`config.mk`:
```
export PLATFORM = sky130hd
export DESIGN_NAME = sysu_not_pipe_flat
export DESIGN_NICKNAME = d
export VERILOG_FILES = /design/src/rtl/sysu_not_pipe_if.sv /design/src/rtl/sysu_not_pipe.sv /design/src/flat_wrapper.sv
export SDC_FILE = /design/constraint.sdc
export NUM_CORES = 1
export LEC_CHECK = 0
export ABC_AREA = 1
export CORE_ASPECT_RATIO = 0.75
export CORE_UTILIZATION = 49
export DETAILED_ROUTE_END_ITERATION = 16
export HOLD_SLACK_MARGIN = 0.05
export PLACE_DENSITY_LB_ADDON = 0.3
export SLEW_MARGIN = 20
export SYNTH_ARGS = -nofsm -noshare
export SYNTH_HDL_FRONTEND = slang
export SYNTH_SLANG_ARGS = --single-unit
```
`constraint.sdc`:
```
create_clock -name clk -period 3.2 [get_ports clk]
set_input_delay 0.64 -clock clk [delete_from_list [all_inputs] [get_ports clk]]
set_output_delay 0.64 -clock clk [all_outputs]
set_load 0.005 [all_outputs]
```
`src/rtl/sysu_not_pipe_if.sv`:
```
// Producer/consumer bus for the sysu_not_pipe stallable inverter pipeline.
interface sysu_not_pipe_if #(
    parameter int unsigned WIDTH  = 8,
    parameter int unsigned STAGES = 2
);
    localparam int unsigned OCC_W = $clog2(STAGES + 1);

    logic             in_valid;
    logic             in_ready;
    logic [WIDTH-1:0] in_data;
    logic [WIDTH-1:0] inv_mask;
    logic             out_valid;
    logic             out_ready;
    logic [WIDTH-1:0] out_data;
    logic [OCC_W-1:0] occupancy;

    // master: producer/consumer side; slave: the pipeline itself
    modport master (
        output in_valid, in_data, inv_mask, out_ready,
        input  in_ready, out_valid, out_data, occupancy
    );

    modport slave (
        input  in_valid, in_data, inv_mask, out_ready,
        output in_ready, out_valid, out_data, occupancy
    );
endinterface

```
`src/rtl/sysu_not_pipe.sv`:
```
// WIDTH-bit, STAGES-deep registered bus inverter with valid/ready back-pressure.
// Per-lane mask is applied once at entry; later stages only move data.
module sysu_not_pipe #(
    parameter int unsigned WIDTH  = 8,
    parameter int unsigned STAGES = 2,
    parameter int          DELAY  = 0
) (
    input  logic           clk,
    input  logic           rst_n,
    sysu_not_pipe_if.slave bus
);
    localparam int unsigned OCC_W = $clog2(STAGES + 1);
    localparam int unsigned LAST  = STAGES - 1;

    if (WIDTH < 1 || STAGES < 1 || DELAY < 0) begin : g_param_check
        $error("sysu_not_pipe: WIDTH and STAGES must be >= 1, DELAY >= 0");
    end

    logic [STAGES-1:0]            valid_q;
    logic [STAGES-1:0][WIDTH-1:0] data_q;
    logic [OCC_W-1:0]             occ_q;
    logic [STAGES-1:0]            load_c;
    logic                         in_accept_c;
    logic                         out_accept_c;

    // A stage loads when empty or when its content moves on this cycle.
    always_comb begin
        load_c       = '0;
        load_c[LAST] = !valid_q[LAST] || bus.out_ready;
        for (int i = int'(LAST) - 1; i >= 0; i--) begin
            load_c[i] = !valid_q[i] || load_c[i+1];
        end
        in_accept_c  = bus.in_valid && load_c[0];
        out_accept_c = valid_q[LAST] && bus.out_ready;
    end

    always_ff @(posedge clk or negedge rst_n) begin
        if (!rst_n) begin
            valid_q <= '0;
            data_q  <= '0;
            occ_q   <= '0;
        end else begin
            if (load_c[0]) begin
                valid_q[0] <= bus.in_valid;
                if (bus.in_valid) begin
                    data_q[0] <= bus.in_data ^ bus.inv_mask;
                end
            end
            // Data only moves behind a valid beat so held outputs stay stable.
            for (int i = 1; i < int'(STAGES); i++) begin
                if (load_c[i]) begin
                    valid_q[i] <= valid_q[i-1];
                    if (valid_q[i-1]) begin
                        data_q[i] <= data_q[i-1];
                    end
                end
            end
            occ_q <= occ_q + OCC_W'(in_accept_c) - OCC_W'(out_accept_c);
        end
    end

    assign bus.in_ready  = load_c[0];
    assign bus.out_valid = valid_q[LAST];
    assign bus.out_data  = data_q[LAST];
    assign bus.occupancy = occ_q;
endmodule
```
`src/flat_wrapper.sv`:
```
// flat-port wrapper written by rule: the top's interface ports become plain ports
module sysu_not_pipe_flat 
#(
    parameter int unsigned WIDTH  = 8,
    parameter int unsigned STAGES = 2,
    parameter int          DELAY  = 0
)
  (clk, rst_n, bus_in_valid, bus_in_data, bus_inv_mask, bus_out_ready, bus_in_ready, bus_out_valid, bus_out_data, bus_occupancy);
  sysu_not_pipe_if #(.WIDTH(WIDTH), .STAGES(STAGES)) bus_i ();
  input  logic clk;
  input  logic rst_n;
  input wire logic [$bits(bus_i.in_valid)-1:0] bus_in_valid;
  input wire logic [$bits(bus_i.in_data)-1:0] bus_in_data;
  input wire logic [$bits(bus_i.inv_mask)-1:0] bus_inv_mask;
  input wire logic [$bits(bus_i.out_ready)-1:0] bus_out_ready;
  output wire logic [$bits(bus_i.in_ready)-1:0] bus_in_ready;
  output wire logic [$bits(bus_i.out_valid)-1:0] bus_out_valid;
  output wire logic [$bits(bus_i.out_data)-1:0] bus_out_data;
  output wire logic [$bits(bus_i.occupancy)-1:0] bus_occupancy;
  assign bus_i.in_valid = bus_in_valid;
  assign bus_i.in_data = bus_in_data;
  assign bus_i.inv_mask = bus_inv_mask;
  assign bus_i.out_ready = bus_out_ready;
  assign bus_in_ready = bus_i.in_ready;
  assign bus_out_valid = bus_i.out_valid;
  assign bus_out_data = bus_i.out_data;
  assign bus_occupancy = bus_i.occupancy;
  sysu_not_pipe #(.WIDTH(WIDTH), .STAGES(STAGES), .DELAY(DELAY)) u_core (.clk(clk), .rst_n(rst_n), .bus(bus_i));
endmodule
```
==> reports/metrics.yaml <==
cts:
  clk_latency_ps: 290
  tritoncts: "built"
  post_cts_hold_buffer_count: 0
  cts_resized: 0
  cts_root_buffer: "sky130_fd_sc_hd__clkbuf_4"
  cts-root-to-sink-buffers: 2
  htree_levels: 1
  worst_setup_hold_path_clk_slew_ps: 100
  tritoncts_buffer_count: 3
  cts.sink_count: 20
  cts_setup_buffers: 0
sta:
  max_freq_ghz: 0.3980
  setup_tns_ps: 0
  hold_ws_ps: 480.6
  period_share_pct: 78.52
  drv_slew: 0
  setup_viol: 0
  slew_limit_headroom_pct: 41.08
  setup_repair_after_global_routing_missed_its_margin: "no"
  clock_tree_skew_after_final_layout_ps: 3.501
  hold_violation_total_from_the_final_report: 0
  worst-slew-pin-transition_ps: 881.0
  timing.final.crit_period_ps: 2513
setup_path:
  worst_setup_path_start_kind: "primary input"
  timing.critical_path.cells: "clkdlybuf4s50_1, inv_1, nand3_4, clkdlybuf4s50_1"
  crit_arrival_ps: 1870
  crit_path_end_kind: "output port"
  crit_path_max_fanout: 11
  worst-endpoint-required_ps: 2560
  timing.critical_path.slowest_cell_delay_ps: 540
  worstRegToRegCells: 6
  cp_common_cell: "sky130_fd_sc_hd__clkdlybuf4s50_1"
  crit_type: "primary input to output port"
  crit_path_top_delay_cell: "sky130_fd_sc_hd__clkdlybuf4s50_1"
logic_synthesis:
  synth.ff_latch_count: 20
  synthDistinctLibCells: 10
  mappedNetlistNets: 164
  post_synthesis_cell_count: 142
  synth_seq_area_share_pct: 46.46
  netlist_area_mm2: 0.001077
  synth_area_per_cell_um2: 7.586
  yosys_warnings: 0
final_layout:
  area_delta_synth_final_pct: 25.32
  final_design_area_no_fill_mm2: 0.001350
  multiInputGateArea_um2: 396.6
  layout.cells.most_common: "sky130_fd_sc_hd__nand2_1"
  register_area_um2: 500.5
  utilization_pct: 66.44
  drive_above_1_share_pct: 4.242
  diodes: 0
  nets: 189
  nFillCells: 199
  final_cell_mix: "64 x sky130_fd_sc_hd__nand2_1, 31 x sky130_fd_sc_hd__clkdlybuf4s50_1, 24 x sky130_fd_sc_hd__inv_1"
drt:
  ant_nets: 0
  drcViolationCount: 0
  first_iter_violations: 19
  routed_wl_mm: 1.945
  vias_per_cell: 4.688
  drt_first_pass_iters: 4
  wire_per_inst_um: 10.29
  vias: 886
global_routing:
  grt_util_all_layers_pct: 17.05
  grt_max_degree: 21
  grt_overflow_total: 0
  grt_pass1_vias: 789
  initial_antenna_violation_count: 0
  grt_first_pass_wirelength_mm: 3.160
place:
  placed_area_mm2: 0.001328
  hpwlAfterDp_mm: 1.550
  portBuffers: 31
  gp_routability_congestion: 0.7283
power:
  power.switching_w: 0.0002286
  share_clk_of_total_power_pct: 15.7
  combinationalPowerShare_pct: 35.2
  p_per_area_mw_per_mm2: 542.6
  p_int_w: 0.0005039
  irDropWorstVdd_uv: 360.8
  power.switching_fraction_pct: 31.21
  seq_power_share_pct: 49.1
  power.static_leakage_nw: 0.7704
  p_total_w: 0.0007325
floorplanning:
  coreArea_mm2: 0.002032
  die_h_um: 42.61
  design.die.area_mm2: 0.002392
  floorplan.initialDensity_pct: 53.02
  site_rows: 14
  chipWidth_um: 56.14
  boundaryPins: 32
min_path:
  min-delay-path-class: "flip-flop to flip-flop"
  min_delay_path_depth: 2
flow_run:
  timing.max_cap.violations: 0
status:
  outcome: "finished, final reports clean"
layer usage:
layer / share of wire, % / wire length, µm / global-route usage (%) / vias to the layer above
li1: - / - / - / 464
met4: 1.8 / 35 / 7.317 / 0
met3: 4.7 / 92 / 1.852 / 5
met1: 46 / 892 / 21.39 / 389
met5: 0 / 0 / 0 / -
met2: 48 / 924 / 30.00 / 28
flip-flops by register name, indices dropped and copies added, names as in the netlist:
signal and flops:
u_core.valid_q 2, u_core.bus.out_data 8, u_core.data_q 8, u_core.bus.occupancy 2
power groups by stage:
| stage | Sequential (W) | Combinational, W | Clock, W |
|---|---|---|---|
| after global placement | 0.000359 | 0.000246 | 0 |
| after global routing | 0.000370 | 0.000284 | 0.000124 |
| after detailed placement | 0.000365 | 0.000260 | 0 |
| after floorplan | 0.000351 | 0.000166 | 0 |
| final | 0.000360 | 0.000258 | 0.000115 |
| after CTS | 0.000361 | 0.000262 | 0.000115 |
worst paths after layout:
kind	slack, ps	start	to
worst min register to register	480	u_core.bus.out_data[1]$_DFFE_PN0P_	u_core.bus.out_data[1]$_DFFE_PN0P_
worst max-delay path	690	bus_out_ready	bus_in_ready
worst max register to register	1730	u_core.valid_q[0]$_DFFE_PN0P_	u_core.bus.occupancy[1]$_DFF_PN0_
max in group asynchronous	1830	rst_n	u_core.bus.out_data[4]$_DFFE_PN0P_
worst min-delay path	480	u_core.bus.out_data[1]$_DFFE_PN0P_	u_core.bus.out_data[1]$_DFFE_PN0P_
min in group asynchronous	840	rst_n	u_core.bus.occupancy[1]$_DFF_PN0_
cell usage after synthesis:
| cell | instances | area share (%) |
|---|---|---|
| sky130_fd_sc_hd__nand2_4 | 2 | 2.1 |
| sky130_fd_sc_hd__ha_1 | 2 | 2.3 |
| sky130_fd_sc_hd__buf_6 | 2 | 2.1 |
| sky130_fd_sc_hd__inv_1 | 24 | 8.4 |
| sky130_fd_sc_hd__nand2_1 | 64 | 22 |
| sky130_fd_sc_hd__nand2_2 | 1 | 0.58 |
| sky130_fd_sc_hd__nand3_1 | 17 | 7.9 |
| sky130_fd_sc_hd__nand3_4 | 1 | 1.6 |
| sky130_fd_sc_hd__buf_4 | 9 | 6.3 |
| sky130_fd_sc_hd__dfrtp_1 | 20 | 46 |
metrics by stage:
stage,setup slack [ps],instances
floorplan,1592,142
global placement,692.0,186
detailed placement,689.6,186
CTS,686.2,189
global route,624.2,189
finish,687.2,189
critical path, delay by kind of cell:
family / cells / cell delay, ps
and+or+nand+nor: 1 / 140
buffers and inverters: 3 / 1090
layout make-up:
type | count | area share, %
clock buffer | 3 | 1.668
inverter | 24 | 6.673
multi-input combinational | 87 | 29.38
sequential | 20 | 37.07
tap | 24 | 2.224
timing repair buffer | 31 | 22.98
cell families after synthesis:
group / synth area share (%)
AND/OR/NAND/NOR: 34.50
adder cells (fa/ha/maj): 2.323
buffers and inverters: 16.72
flip-flops: 46.46
Note: power is estimated with default switching activity, not from simulation.
